**src/rtl/mem_fetch_unit_pkg.sv**
```systemverilog
// -----------------------------------------------------------------------------
// mem_fetch_unit_pkg
// Types shared by the fetch unit and the icache side of the line interface:
//   ADDR_TP  - 32-bit byte address
//   WORD_TP  - one RAM byte
//   LINE_TP  - one cache line, byte i at bits 8i+7:8i
//   LINE_LN  - bytes per line
//   IDX_TP   - byte index inside a line
// line_base() aligns an address down to the start of its line.
// -----------------------------------------------------------------------------
package mem_fetch_unit_pkg;

    localparam int LINE_LN = 16;

    typedef logic [31:0]            ADDR_TP;
    typedef logic [7:0]             WORD_TP;
    typedef logic [LINE_LN*8-1:0]   LINE_TP;
    typedef logic [$clog2(LINE_LN)-1:0] IDX_TP;

    // Clear the in-line offset bits so the result is 16-byte aligned.
    function automatic ADDR_TP line_base(input ADDR_TP addr);
        ADDR_TP a;
        a      = addr;
        a[3:0] = 4'b0000;
        return a;
    endfunction

endpackage

```
**src/rtl/mem_fetch_unit_line_assembler.sv**
```systemverilog
// -----------------------------------------------------------------------------
// line_assembler
// Byte-addressed line register: one byte is written per enabled edge at the
// given index; clear zeroes the whole line.
// Ports:
//   clk, rst    - clock, synchronous active-high reset
//   clr_i       - synchronous clear of all bytes
//   we_i        - write enable for this edge
//   idx_i       - byte index to write
//   data_i      - byte to write
//   line_o      - current line contents (registered)
// -----------------------------------------------------------------------------
module line_assembler #(
    parameter int NBYTES = 16
) (
    input  logic                      clk,
    input  logic                      rst,
    input  logic                      clr_i,
    input  logic                      we_i,
    input  logic [$clog2(NBYTES)-1:0] idx_i,
    input  logic [7:0]                data_i,
    output logic [NBYTES*8-1:0]       line_o
);

    logic [NBYTES*8-1:0] line_q;

    // Byte storage: reset/clear zeroes, otherwise a single indexed byte write.
    always_ff @(posedge clk) begin
        if (rst || clr_i) begin
            line_q <= {(NBYTES*8){1'b0}};
        end else if (we_i) begin
            line_q[{idx_i, 3'b000} +: 8] <= data_i;
        end
    end

    assign line_o = line_q;

endmodule

```
**src/rtl/mem_fetch_unit.sv**
```systemverilog
// -----------------------------------------------------------------------------
// mem_fetch_unit
// Fetches one 16-byte line from a byte-wide RAM on behalf of the icache.
// Address issue runs one byte ahead of data capture; a stall (rdy=0) inside
// the read loop is recovered by re-issuing the next byte still to capture.
// Ports:
//   clk, rst            - clock, synchronous active-high reset
//   rdy                 - global ready, low freezes the unit
//   fc_ena, fc_addr     - line request from icache (held until fc_done)
//   fc_done, fc_line    - one-cycle completion pulse with the fetched line
//   bus_req, bus_gnt    - RAM bus arbitration
//   ram_a, ram_wr       - RAM byte address (registered), write strobe (always 0)
//   ram_din             - RAM read data for the current ram_a
// -----------------------------------------------------------------------------
module mem_fetch_unit
    import mem_fetch_unit_pkg::*;
#(
    parameter int LINE_BYTES = 16
) (
    input  logic         clk,
    input  logic         rst,
    input  logic         rdy,
    input  logic         fc_ena,
    input  logic [31:0]  fc_addr,
    output logic         fc_done,
    output logic [127:0] fc_line,
    output logic         bus_req,
    input  logic         bus_gnt,
    output logic [31:0]  ram_a,
    output logic         ram_wr,
    input  logic [7:0]   ram_din
);

    typedef enum logic [1:0] {
        ST_IDLE = 2'd0,
        ST_REQ  = 2'd1,
        ST_READ = 2'd2,
        ST_DONE = 2'd3
    } state_t;

    state_t state_q, state_d;
    ADDR_TP base_q, base_d;
    ADDR_TP ram_a_q, ram_a_d;
    LINE_TP fc_line_q, fc_line_d;
    LINE_TP asm_line_s;
    IDX_TP  issue_q, issue_d;
    IDX_TP  cap_q, cap_d;
    logic   bus_req_q, bus_req_d;
    logic   fc_done_q, fc_done_d;
    logic   resume_q, resume_d;
    logic   asm_we_s, asm_clr_s;

    line_assembler #(
        .NBYTES (LINE_BYTES)
    ) u_line_assembler (
        .clk    (clk),
        .rst    (rst),
        .clr_i  (asm_clr_s),
        .we_i   (asm_we_s),
        .idx_i  (cap_q),
        .data_i (ram_din),
        .line_o (asm_line_s)
    );

    // State and output registers; reset wins over everything, including rdy.
    always_ff @(posedge clk) begin
        if (rst) begin
            state_q   <= ST_IDLE;
            base_q    <= 32'd0;
            ram_a_q   <= 32'd0;
            fc_line_q <= {(LINE_LN*8){1'b0}};
            issue_q   <= 4'd0;
            cap_q     <= 4'd0;
            bus_req_q <= 1'b0;
            fc_done_q <= 1'b0;
            resume_q  <= 1'b0;
        end else begin
            state_q   <= state_d;
            base_q    <= base_d;
            ram_a_q   <= ram_a_d;
            fc_line_q <= fc_line_d;
            issue_q   <= issue_d;
            cap_q     <= cap_d;
            bus_req_q <= bus_req_d;
            fc_done_q <= fc_done_d;
            resume_q  <= resume_d;
        end
    end

    // Next-state logic: freeze on !rdy, then abort, resume, or normal pipeline.
    always_comb begin
        state_d   = state_q;
        base_d    = base_q;
        ram_a_d   = ram_a_q;
        fc_line_d = fc_line_q;
        issue_d   = issue_q;
        cap_d     = cap_q;
        bus_req_d = bus_req_q;
        fc_done_d = fc_done_q;
        resume_d  = resume_q;
        asm_we_s  = 1'b0;
        asm_clr_s = 1'b0;

        if (!rdy) begin
            // Remember that the read pipeline lost its in-flight byte.
            resume_d = resume_q | (state_q == ST_READ);
        end else begin
            resume_d  = 1'b0;
            fc_done_d = 1'b0;
            case (state_q)
                ST_IDLE: begin
                    if (fc_ena) begin
                        state_d   = ST_REQ;
                        bus_req_d = 1'b1;
                        base_d    = line_base(fc_addr);
                        asm_clr_s = 1'b1;
                    end else begin
                        state_d = ST_IDLE;
                    end
                end
                ST_REQ: begin
                    if (!fc_ena) begin
                        state_d   = ST_IDLE;
                        bus_req_d = 1'b0;
                    end else if (bus_gnt) begin
                        state_d = ST_READ;
                        ram_a_d = base_q;
                        issue_d = 4'd0;
                        cap_d   = 4'd0;
                    end else begin
                        state_d = ST_REQ;
                    end
                end
                ST_READ: begin
                    if (!fc_ena) begin
                        state_d   = ST_IDLE;
                        bus_req_d = 1'b0;
                    end else if (resume_q) begin
                        // Bubble edge: ram_din is stale, re-issue the next byte to capture.
                        ram_a_d = base_q + {28'd0, cap_q};
                        issue_d = cap_q;
                    end else begin
                        asm_we_s = 1'b1;
                        cap_d    = cap_q + 4'd1;
                        if (issue_q != 4'd15) begin
                            ram_a_d = base_q + {28'd0, issue_q} + 32'd1;
                            issue_d = issue_q + 4'd1;
                        end else begin
                            ram_a_d = ram_a_q;
                            issue_d = issue_q;
                        end
                        if (cap_q == 4'd15) begin
                            // Last byte bypasses the assembler straight into the output line.
                            fc_line_d          = asm_line_s;
                            fc_line_d[127:120] = ram_din;
                            fc_done_d          = 1'b1;
                            bus_req_d          = 1'b0;
                            state_d            = ST_DONE;
                        end else begin
                            state_d = ST_READ;
                        end
                    end
                end
                ST_DONE: begin
                    state_d = ST_IDLE;
                end
                default: begin
                    state_d   = ST_IDLE;
                    bus_req_d = 1'b0;
                end
            endcase
        end
    end

    assign fc_done = fc_done_q;
    assign fc_line = fc_line_q;
    assign bus_req = bus_req_q;
    assign ram_a   = ram_a_q;
    assign ram_wr  = 1'b0;

endmodule
```
**config.mk**
```make
export PLATFORM = sky130hd
export DESIGN_NAME = mem_fetch_unit
export DESIGN_NICKNAME = d
export VERILOG_FILES = /design/src/rtl/mem_fetch_unit_pkg.sv /design/src/rtl/mem_fetch_unit_line_assembler.sv /design/src/rtl/mem_fetch_unit.sv
export SDC_FILE = /design/constraint.sdc
export NUM_CORES = 1
export LEC_CHECK = 0
export CAP_MARGIN = 20
export CORE_UTILIZATION = 40
export CTS_CLUSTER_DIAMETER = 150
export DETAILED_ROUTE_END_ITERATION = 8
export GPL_TIMING_DRIVEN = 0
export HOLD_SLACK_MARGIN = 0.02
export RECOVER_POWER = 50
export SYNTH_ARGS = -nofsm -noshare
export SYNTH_HDL_FRONTEND = slang
export SYNTH_SLANG_ARGS = --single-unit
```
**constraint.sdc**
```tcl
create_clock -name clk -period 2.9 [get_ports clk]
set_input_delay 0.87 -clock clk [delete_from_list [all_inputs] [get_ports clk]]
set_output_delay 0.87 -clock clk [all_outputs]
set_load 0.005 [all_outputs]
```
# Word-level counts from Yosys, hierarchy flattened
# Index checks and enable logic that the tools add are counted.
# classes
multipliers,0
add_sub_neg,6
n_eq_ne,14
bitwise,2
muxes,40
magnitude_cmp,0
n_div,0
n_shift,2
reduce_logical,11
# op_table
cell,n
$mux W32,5
$bwmux W128,1
$shift A8 B9 Y128 const A,1
$shiftx A8 B9 Y128,1
$add A32 B4 Y32,2
$pmux W32 S2,1
$add A32 B1 Y32 const B,1
$mux W4,7
$mux W1,18
$reduce_and A6 Y1,3
$pmux W4 S2,2
$ne A2 B2 Y1 const B,6
$neg A7 Y9,1
$add A4 B1 Y4 const B,2
$mux W2,4
$pmux W2 S4,1
$ne A3 B2 Y1 const B,2
$reduce_and A5 Y1,1
$eq A2 B2 Y1 const B,2
$eq A4 B4 Y1 const B,1
$ne A4 B4 Y1 const B,1
$ne A3 B3 Y1 const B,1
$pmux W1 S3,1
$reduce_and A3 Y1,1
9 further kinds,9
# totals
register_bits,329
output_inout_bits,163
in_bits,45
memories,0
latch_bits,0
ram_bits,0
mem_bits_ro,0
elab_cells,85

# Depth between registers and ports, before layout
# depth
ltp_word,6
depth_mapped,9
depth_no_buf,6

# Hierarchy
# Synthesis repeated with hierarchy kept, for this count alone.
# hier_totals
hier_cells,1427
area_unflattened_um2,12260.5
# modules_own_cells
module,instances,area_each_um2,cells_per_inst,seq_area_each_um2
mem_fetch_unit,1,7373.3,935,3943.8
line_assembler,1,4887.2,492,2562.5

# Worst setup path after synthesis
# OpenSTA, ideal clock, no wires.
# synth_timing
kind,input to register
from,input port rdy
to,register u_line_assembler.line_q[32] (netlist: u_line_assembler.line_o[32])
path_slack_ps,521
required_time_ps,2768
path_stages,5
setup_time_ps,132
arrival_time_ps,2247
path_buffers,1
cell_sequence,buf_2 nand4b_2 nor3_1 nand2_1 mux2i_1
# synth_between
elab_chain_len,2
word_cells_on_any_way,3
cone_classes,mux: 2; reduce/logical: 1
# synth_lines
item,line,rtl
start: declaration,mem_fetch_unit.sv:22,"input logic rdy,"
$mux W1,mem_fetch_unit.sv:104,if (!rdy) begin
$logic_or A1 B1 Y1,mem_fetch_unit_line_assembler.sv:29,if (rst || clr_i) begin
end signal: assignment,mem_fetch_unit_line_assembler.sv:30,line_q <= {(NBYTES*8){1'b0}};
end signal: indexed assignment,mem_fetch_unit_line_assembler.sv:32,"line_q[{idx_i, 3'b000} +: 8] <= data_i;"
end: declaration,mem_fetch_unit_line_assembler.sv:25,logic [NBYTES*8-1:0] line_q;
# Parallel ways exist; a longest one is shown, timed or not.
# A chain may end at the register's enable or synchronous reset.

# Worst setup path in the final report
# layout_timing
from,input port fc_ena
to,register u_line_assembler.line_q[37] (netlist: u_line_assembler.line_o[37])
# layout_between
elab_chain_len,4
word_cells_on_any_way,7
cone_classes,mux: 6; reduce/logical: 1
# layout_lines
item,line,rtl
start: declaration,mem_fetch_unit.sv:23,"input logic fc_ena,"
$mux W1,mem_fetch_unit.sv:112,if (fc_ena) begin
$mux W1,mem_fetch_unit.sv:110,case (state_q)
$mux W1,mem_fetch_unit.sv:104,
$logic_or A1 B1 Y1,mem_fetch_unit_line_assembler.sv:29,
# Parallel ways exist; a longest one is shown, timed or not.

==> run summary <==
Peak Freq: 361 MHz
Fin Hold WS: 0.449 ns
Commonest cells post-synth: nand2_1, dfxtp_1, a21oi_1
CTS Buf Count: 35
Antenna cells: 0
Largest cells by area after synthesis: dfxtp_1, nand2_1, a21oi_1, clkbuf_1, mux2i_1
CTS H-tree lvls: 2
Yosys warning count: 0
GPL Wtd Cong: 0.893
Fillers: 3,014
Row cnt: 64
Worst skew pair latency: 0.51 ns
GR Overflow Total: 0
Std-Cell Core Area: 0.0306 sq mm
CP max-delay cell: nor3_2
Worst-path fanout max: 10
CTS tree: done
Initial antenna violation count: 0
Vias in the first global route: 10,900
Die ar.: 0.0317 sq mm
Initial Utilization: 40.6%
TritonRoute pass-1 iters: 5
Most common cell in the netlist: nand2_1
Min Tclk post-route: 2.77 ns
Power, Total: 9.16 mW
Largest net degree at the start of global routing: 14
Post-route cell area: 0.0161 sq mm
Die W: 178 microns
Placed cells: 2,122
Reg2Reg Setup Slack: 0.15 ns
Root Driver: clkbuf_16
Area grow syn2layout: 29.5%
Post-synth top area cell: dfxtp_1
Nets: 1,817
Longest Clk Path Bufs: 3
Share of layout cells above drive strength 1: 5.70%
Wire length per cell: 17.3 microns
1st-iter DRT viols: 852
CP Capture Type: register
Post-synth EDFFs: 0
Final cell count without fillers: 2,185
CTS Sinks: 317
CTS clock-pin slew for the worst setup and hold paths: 0.06 ns
Layout Skew: 0.00799 ns
Final setup viols: 0
Launching element type of the critical path: input pin
Final hold vios: 0
#FFs+latches synth: 317
CP cell instances: clkdlybuf4s50_1 -> buf_4 -> nand4b_1 -> nor3_2 -> nand2_1 -> mux2i_1
GRT Total Usage: 23.6%
Relative slew slack: 41.8%
Max-Cap Viols: 0
Mean Syn Cell Area: 8.13 sq um
Vias: 11,600
Area of the multi-input gates: 0.00550 sq mm
Crit path largest cell delay: 0.59 ns
Post-synthesis cell type count: 59
Top cell type's share of synthesized area: 51.1%
Syn Inst Count: 1,526
Cell Area, Placed: 0.0149 sq mm
Reg area: 0.00635 sq mm
Post-DP HPWL: 27,900 microns
Final ANT Viol Nets: 0
Final Cycle Share: 95.6%
Syn nets: 1,579
Vias per cell: 5.32
Worst-Margin Slew: 0.873 ns
# hold bufs at CTS: 0
Asr flop ratio synth: 0%
Arr. time, crit path: 3.15 ns
Ports: 208
Final core occ: 52.6%
First-pass GRT wire length: 58,300 microns
Worst hold path class: register to register
Leak: 5.94 nW
Slew Viols, Final: 0
Mapped cell area: 0.0124 sq mm
CP Data Required Time: 3.28 ns
Die Ht: 178 microns
Sequential element share of the synthesized area: 51.1%
CP Class: input pin to register
Port-buffer cells: 200
Top FF cell, synth: dfxtp_1
Pwr/cell area: 570 mW/mm^2
Routed WL: 37,800 microns
Status: finished clean
Peak supply drop: 0.000473 V
Drt drc: 0
per-stage QoR:
stage,TNS [ns],setup slack [ns]
after CTS,0,0.0206
after floorplan,0,0.521
after global routing,-0.0224,-0.0224
final,0,0.128
after detailed placement,-78.26,-0.663
after global placement,-71.13,-0.616
flip-flops by register name, summed over array words and instances, names as in the netlist:
| register | cells |
|---|---|
| u_line_assembler.line_o | 120 |
| cap_q | 4 |
| fc_done | 1 |
| resume_q | 1 |
| base_q | 28 |
| state_q | 2 |
| fc_line | 128 |
| ram_a | 32 |
| bus_req | 1 |
metal layers:
layer,up-vias,global-route usage (%),part of all wire (%)
met2,358,39.5,47
met4,0,7.66,2.8
li1,5747,-,-
met5,-,0,0
met3,75,4.99,7.1
met1,5443,30.0,43
critical path: cells and delay by family:
kind	cells	cell delay, ns
muxes	1	0.22
and+or+nand+nor	3	1.37
buffers and inverters	2	0.67
final timing paths:
check | startpoint | endpoint | depth (start not counted)
setup / recovery | fc_ena | u_line_assembler.line_o[37] | 6
hold / removal | fc_line[59] | fc_line[59] | 2
setup reg to reg | cap_q[0] | u_line_assembler.line_o[93] | 8
hold reg to reg | fc_line[59] | fc_line[59] | 2
power by group:
group | leakage [nW] | internal [mW] | total (mW) | switching [mW]
Clock | 0.567 | 2.66 | 4.41 | 1.75
Combinational | 2.82 | 0.114 | 0.339 | 0.225
Sequential | 2.56 | 4.38 | 4.41 | 0.0264
cell families after synthesis:
group | share of synthesized area (%)
other cells | 0.0302
xor+xnor | 0.565
simple gates | 22.8
mux | 2.83
flops | 51.1
fa+ha+maj | 0.806
buf+inv | 4.66
compound gates | 17.2
repair_timing:
| item | in CTS | in global routing |
|---|---|---|
| endpoints found under the setup margin | 21 | 145 |
| pin swaps | 0 | 1 |
| gates resized for setup | 2 | 11 |
| buffers inserted | 0 | 1 |
placed cells by master (no fill, tap or decap), types with 6 or more instances in the layout:
cell type and instances:
clkbuf_16 37, mux2i_1 34, nand4_1 48, and4_1 7, clkdlybuf4s50_1 38, nor4_1 13
dlygate4sd3_1 162, a21oi_1 271, and3_1 13, nor2b_1 12, o31ai_1 17, a211oi_1 14
nor3_1 7, clkbuf_8 9, inv_1 6, nand2_1 409, clkbuf_2 6, nor2_1 32
ha_1 8, clkbuf_1 107, buf_2 25, xnor2_1 7, o21ai_0 59, dfxtp_1 317
nand3_1 58
cell type report:
type | instances | share of cell area [%]
buffer | 133 | 3.44
clock buffer | 56 | 6.76
clock inverter | 6 | 0.366
inverter | 7 | 0.163
multi-input combinational | 1069 | 34.2
sequential | 317 | 39.5
tap | 396 | 3.08
timing repair buffer | 201 | 12.5
(Power assumes the default switching activity.)
